===== src/rtl/pipe_seg_adder.sv =====
// pipe_seg_adder: pipelined segmented ripple-carry adder/subtractor. One SEG-bit
// segment is resolved per stage with a registered inter-stage carry and a global-stall handshake.
module pipe_seg_adder #(
  parameter int WIDTH = 34,
  parameter int SEG   = 8
) (
  input  logic             clk,
  input  logic             rst,
  input  logic             in_valid,
  output logic             in_ready,
  input  logic [WIDTH-1:0] a,
  input  logic [WIDTH-1:0] b,
  input  logic             c_in,
  input  logic             sub,
  output logic             out_valid,
  input  logic             out_ready,
  output logic [WIDTH-1:0] s,
  output logic             c_out,
  output logic             ovf
);

  localparam int STAGES  = (WIDTH + SEG - 1) / SEG;
  localparam int LAST_LO = (STAGES - 1) * SEG;
  localparam int LAST_W  = WIDTH - LAST_LO;

  logic             w_adv;
  logic             w_accept;
  logic             w_cin0;
  logic [WIDTH-1:0] w_b_eff;

  logic             r_out_vld;
  logic [WIDTH-1:0] r_s;
  logic             r_c_out;
  logic             r_ovf;

  assign w_adv    = !r_out_vld || out_ready;
  // NOTE: in_ready is forced high during rst so upstream sees a clean restart; the rst branch still blocks the accept.
  assign in_ready = w_adv || rst;
  assign w_accept = in_valid && w_adv;
  assign w_b_eff  = sub ? ~b : b;
  assign w_cin0   = sub | c_in;

  // Full-width stages 0..STAGES-2: resolve one segment, skew the untouched upper operand bits.
  for (genvar k = 0; k < STAGES - 1; k++) begin : g_stage
    localparam int LO  = k * SEG;
    localparam int UPW = WIDTH - LO - SEG;

    logic [SEG-1:0]    w_x;
    logic [SEG-1:0]    w_y;
    logic              w_cin;
    logic              w_vin;
    logic [SEG:0]      w_seg;
    logic [LO+SEG-1:0] w_lo_next;
    logic [UPW-1:0]    w_a_up_next;
    logic [UPW-1:0]    w_b_up_next;

    logic              r_vld;
    logic              r_cy;
    logic [LO+SEG-1:0] r_lo;
    logic [UPW-1:0]    r_a_up;
    logic [UPW-1:0]    r_b_up;

    if (k == 0) begin : g_head
      assign w_x         = a[SEG-1:0];
      assign w_y         = w_b_eff[SEG-1:0];
      assign w_cin       = w_cin0;
      assign w_vin       = w_accept;
      assign w_a_up_next = a[WIDTH-1:SEG];
      assign w_b_up_next = w_b_eff[WIDTH-1:SEG];
      assign w_lo_next   = w_seg[SEG-1:0];
    end else begin : g_body
      assign w_x         = g_stage[k-1].r_a_up[SEG-1:0];
      assign w_y         = g_stage[k-1].r_b_up[SEG-1:0];
      assign w_cin       = g_stage[k-1].r_cy;
      assign w_vin       = g_stage[k-1].r_vld;
      assign w_a_up_next = g_stage[k-1].r_a_up[UPW+SEG-1:SEG];
      assign w_b_up_next = g_stage[k-1].r_b_up[UPW+SEG-1:SEG];
      assign w_lo_next   = {w_seg[SEG-1:0], g_stage[k-1].r_lo};
    end

    assign w_seg = {1'b0, w_x} + {1'b0, w_y} + {{SEG{1'b0}}, w_cin};

    // NOTE: sequential state uses non-blocking assignments so every stage samples pre-edge values.
    always_ff @(posedge clk) begin
      if (rst) begin
        r_vld  <= 1'b0;
        r_cy   <= 1'b0;
        r_lo   <= '0;
        r_a_up <= '0;
        r_b_up <= '0;
      end else if (w_adv) begin
        r_vld <= w_vin;
        if (w_vin) begin
          r_cy   <= w_seg[SEG];
          r_lo   <= w_lo_next;
          r_a_up <= w_a_up_next;
          r_b_up <= w_b_up_next;
        end
      end
    end
  end

  // Output stage: last (possibly partial) segment, carry and overflow taken from bit WIDTH-1.
  logic [LAST_W-1:0] w_lx;
  logic [LAST_W-1:0] w_ly;
  logic              w_lcin;
  logic              w_lvin;
  logic [LAST_W:0]   w_lseg;
  logic [WIDTH-1:0]  w_s_next;
  logic              w_cmsb;

  if (STAGES == 1) begin : g_single
    assign w_lx     = a;
    assign w_ly     = w_b_eff;
    assign w_lcin   = w_cin0;
    assign w_lvin   = w_accept;
    assign w_s_next = w_lseg[LAST_W-1:0];
  end else begin : g_tail
    assign w_lx     = g_stage[STAGES-2].r_a_up;
    assign w_ly     = g_stage[STAGES-2].r_b_up;
    assign w_lcin   = g_stage[STAGES-2].r_cy;
    assign w_lvin   = g_stage[STAGES-2].r_vld;
    assign w_s_next = {w_lseg[LAST_W-1:0], g_stage[STAGES-2].r_lo};
  end

  assign w_lseg = {1'b0, w_lx} + {1'b0, w_ly} + {{LAST_W{1'b0}}, w_lcin};
  assign w_cmsb = w_lseg[LAST_W-1] ^ w_lx[LAST_W-1] ^ w_ly[LAST_W-1];

  always_ff @(posedge clk) begin
    if (rst) begin
      r_out_vld <= 1'b0;
      r_s       <= '0;
      r_c_out   <= 1'b0;
      r_ovf     <= 1'b0;
    end else if (w_adv) begin
      r_out_vld <= w_lvin;
      if (w_lvin) begin
        r_s     <= w_s_next;
        r_c_out <= w_lseg[LAST_W];
        r_ovf   <= w_cmsb ^ w_lseg[LAST_W];
      end
    end
  end

  assign out_valid = r_out_vld;
  assign s         = r_s;
  assign c_out     = r_c_out;
  assign ovf       = r_ovf;

endmodule


===== config.mk =====
export PLATFORM = sky130hd
export DESIGN_NAME = pipe_seg_adder
export DESIGN_NICKNAME = d
export VERILOG_FILES = /design/src/rtl/pipe_seg_adder.sv
export SDC_FILE = /design/constraint.sdc
export NUM_CORES = 1
export LEC_CHECK = 0
export ABC_CLOCK_PERIOD_IN_PS = 5500
export CORE_ASPECT_RATIO = 0.9
export CORE_MARGIN = 3
export CORE_UTILIZATION = 55
export CTS_BUF_LIST = sky130_fd_sc_hd__clkbuf_16
export CTS_CLUSTER_SIZE = 30
export DETAILED_ROUTE_END_ITERATION = 7
export HOLD_SLACK_MARGIN = 0.08
export PLACE_DENSITY = 0.78
export SLEW_MARGIN = 0
export SYNTH_ARGS = -nofsm -noshare
export SYNTH_HDL_FRONTEND = slang
export SYNTH_SLANG_ARGS = --single-unit

===== constraint.sdc =====
create_clock -name clk -period 5.5 [get_ports clk]
set_clock_uncertainty 0.2 [all_clocks]
set_input_delay 0.825 -clock clk [delete_from_list [all_inputs] [get_ports clk]]
set_output_delay 0.825 -clock clk [all_outputs]
set_load 0.005 [all_outputs]

==> impl_results.rst <==
.. list-table::
   :header-rows: 1

   * - Metric
     - Value
   * - Number of max-cap violations
     - 0
   * - Count of flip-flops with a built-in enable after synthesis
     - 0
   * - Top-level port count
     - between 100 and 150
   * - Multiplexer area fraction after synthesis
     - 0
   * - Setup violation total in the final timing report
     - 0
   * - Share of post-route cells with drive strength above 1
     - 0.0621
   * - Outcome
     - finished, final reports clean
   * - Antenna Cells
     - 0
   * - VDD IR-drop max
     - ~0.00025 V
   * - Count of distinct cell types in the synthesized netlist
     - 47
   * - Time the worst path needs with I/O delays and setup
     - roughly 3.6 ns
   * - Synthesized area divided by synthesized cell count
     - 8.31 µm²
   * - Global-route wire length before repair
     - 34500 µm
   * - Pleak
     - ~4.2 nW
   * - Maximum number of pins on one net before global-route repair
     - between 90 and 100
   * - Initial antenna violation count
     - 0
   * - TritonCTS clock tree
     - done
   * - Nets in the synthesized netlist
     - between 1000 and 1500
   * - All-layer global routing usage
     - 0.203
   * - Share of the yosys chip area belonging to registers
     - 0.480
   * - Netlist area before placement
     - a little under 10000 µm²
   * - Number of buffers between clock root and the deepest sink
     - 3
   * - R2r startpoint
     - g_stage[2].r_cy
   * - Number of gates resized after CTS
     - 0
   * - Synthesized instance count
     - about 1200
   * - Origin of the worst setup path
     - rst
   * - RSZ-0062 raised after global routing
     - false
   * - Cell family contributing the most delay on the critical path
     - buffers and inverters
   * - Most frequent cells in the layout
     - 361 x nand2_1, 237 x dfxtp_1, 198 x a21oi_1
   * - Slew at the pin closest to its max-slew limit
     - 1.06 ns
   * - Post-layout utilization of the core
     - 0.681
   * - Share of synthesized flip-flops with an asynchronous set or reset
     - 0
   * - Overflow left after global routing
     - 0
   * - Min-Delay Path Depth
     - 2
   * - Clock tree root buffer cell
     - clkbuf_16
   * - Launching element type of the critical path
     - primary input
   * - Post-Synth Simple-Gate Area
     - 0.191
   * - Clock Latency Late Sink
     - roughly 0.50 ns
   * - Share of synthesized cell area in full adder, half adder and majority cells
     - 0.0556
   * - Routability congestion estimate from global placement
     - 0.835
   * - Maximum fanout encountered on the critical timing path
     - 66
   * - Syn-to-layout area delta
     - 18.6%
   * - Path depth of the worst reg2reg path
     - 7
   * - Number of remaining DRC errors
     - 0
   * - Endpoint required time on the critical path
     - roughly 4.5 ns
   * - Cell breakdown of the critical path
     - buf_6 > clkinv_1 > nand2_1 > clkdlybuf4s50_1
   * - Worst min path class
     - register to register
   * - Crit path buffers/inverters
     - 3
   * - Placed wire-length estimate
     - 13800 µm
   * - Capture instance of the worst register-to-register path
     - g_stage[3].r_lo[30]
   * - Delay contributed by the slowest stage of the critical path
     - approximately 0.6 ns
   * - Register clock-pin slew on the reported worst setup and hold paths
     - 0.06 ns
   * - Hold_buf cts
     - 0
   * - Port Buffer Count
     - between 100 and 150
   * - DR vias/cell
     - between 5 and 6
   * - DIE AREA
     - roughly 20000 µm²
   * - Starting density of the core
     - 0.574
   * - Rows
     - between 40 and 50
   * - Final clock period utilization by the worst path
     - 0.659
   * - Master of the slowest instance on the critical path
     - clkinv_1
   * - H-tree depth reported by CTS
     - 1
   * - Worst hold margin
     - 0.250 ns
   * - Number of buffers inserted during clock tree synthesis
     - 24
   * - Launch point of the worst hold path
     - g_stage[3].r_lo[4]
   * - Maximum operating frequency
     - 0.276 GHz
   * - Endpoint with the worst hold slack
     - s[4]
   * - Critical path type
     - primary input to output pin
   * - Fin Setup TNS
     - 0 ns
   * - Final Max Tran Viols
     - 0
   * - Antenna-violating nets left
     - 0
   * - Chip height
     - about 130 µm
   * - Power density cells
     - 315 nW/µm²
   * - Drt initial violations
     - approximately 500
   * - Complex-gate fraction of the synthesized area
     - 0.188
   * - Number of sinks handled by clock tree synthesis
     - roughly 240
   * - Max_slew headroom
     - 0.294
   * - Total Routed Length
     - ~21000 µm
   * - Post-synthesis xor/xnor area fraction
     - 0.0381
   * - Endpoint type of the worst setup path
     - output pin
   * - Leading cell type in the layout, fill and taps excluded
     - nand2_1
   * - Number of hold-slack violations in the final timing report
     - 0
   * - Synth warnings
     - 0
   * - DR pass1 iterations
     - 5
   * - Average wire per cell in the routed design
     - 13.7 µm
   * - Post-CTS setup buffer count
     - 0
   * - Data arrival time of the critical path
     - 2.60 ns
   * - Area of the core
     - 17200 µm²
   * - Worst setup slack for register-to-register paths
     - around 2.9 ns
   * - DIE WIDTH
     - ~150 µm
   * - Post-synthesis register bit count
     - roughly 240
   * - Main combinational cell family by area after synthesis
     - simple AND/OR/NAND/NOR gates
   * - Number of nets in the finished design
     - around 1400
   * - Total via count in the routed design
     - around 8000
   * - Main synth FF type
     - dfxtp_1
   * - Number of global-route vias before repair
     - 7191
[flip-flops by register name, summed over array words and instances (netlist names)]
| name | flops |
|---|---|
| g_stage.r_b_up | 56 |
| g_stage.r_lo | 80 |
| c_out | 1 |
| g_stage.r_a_up | 56 |
| g_stage.r_cy | 4 |
| ovf | 1 |
| g_stage.r_vld | 4 |
| s | 34 |
| out_valid | 1 |
[final cells by class]
cell class / count / area (µm²)
repair buffers: 122 / 1190
multi-input cells: 854 / 4680
clock buffers: 25 / 626
inverters: 17 / 63.8
flip-flops and latches: 237 / 4740
well taps: 235 / 294
fillers: 1429 / 5490
clock inverters: 18 / 134
[routing by layer]
| layer | vias to the layer above | GRT usage | part of all wire |
|---|---|---|---|
| li1 | 4117 | - | - |
| met1 | 3641 | 0.315 | 0.52 |
| met2 | 182 | 0.302 | 0.42 |
| met3 | 27 | 0.0316 | 0.052 |
| met4 | 0 | 0.0373 | 0.016 |
| met5 | - | 0 | 0 |
[per-stage QoR]
| step | area (µm²) | setup slack (ns) | std cells | power (W) |
|---|---|---|---|---|
| after floorplan | 9890 | 2.20 | 1191 | 0.00206 |
| after global placement | 11000 | 1.92 | 1465 | 0.00216 |
| after detailed placement | 11000 | 1.87 | 1465 | 0.00216 |
| after CTS | 11700 | 1.88 | 1508 | 0.00372 |
| after global routing | 11700 | 1.74 | 1508 | 0.00383 |
| final | 11700 | 1.88 | 1508 | 0.00369 |
[Yosys cell counts (all sizes together), types with 7 or more instances]
| cell type | number | share of area |
|---|---|---|
| buf | 59 | 0.032 |
| xnor2 | 29 | 0.026 |
| a211oi | 44 | 0.045 |
| xor2 | 14 | 0.012 |
| nand2 | 362 | 0.14 |
| a21oi | 198 | 0.10 |
| clkbuf | 24 | 0.0091 |
| nand3 | 9 | 0.0046 |
| inv | 16 | 0.0061 |
| nand4 | 7 | 0.0044 |
| fa | 10 | 0.020 |
| ha | 28 | 0.035 |
| o21ai | 23 | 0.012 |
| dfxtp | 237 | 0.48 |
| nor2 | 60 | 0.023 |
[where the power goes]
group          total (W)  switching [W]  internal (W)
logic           0.000329       0.000185      0.000144
clock network    0.00156       0.000647      0.000913
registers        0.00180      0.0000309       0.00177
total            0.00369       0.000863       0.00283
[worst reg2reg max path: stages (launching register included)]
cell	delay, ns
dfxtp_1	0.33
fa_1	0.52
fa_1	0.43
a21o_1	0.21
a211o_1	0.31
a211oi_2	0.23
nor4_1	0.08
a31o_1	0.22
[worst max-delay path by stage]
stage | end | slack (ns) | cells past startpoint
after floorplan | g_stage[0].r_lo[6] | 2.20 | 11
after CTS | in_ready | 1.88 | 4
final | in_ready | 1.88 | 4
after global routing | in_ready | 1.74 | 4
after detailed placement | in_ready | 1.87 | 4
after global placement | in_ready | 1.92 | 4
[kinds of logic after synthesis]
| family | count (synthesis) |
|---|---|
| xor gates and xnor gates | 43 |
| adders and majority gates | 38 |
| buffers and inverters | 100 |
| AOI/OAI and AO/OA | 303 |
| DFF | 237 |
| and+or+nand+nor | 470 |
(Power assumes the default switching activity.)
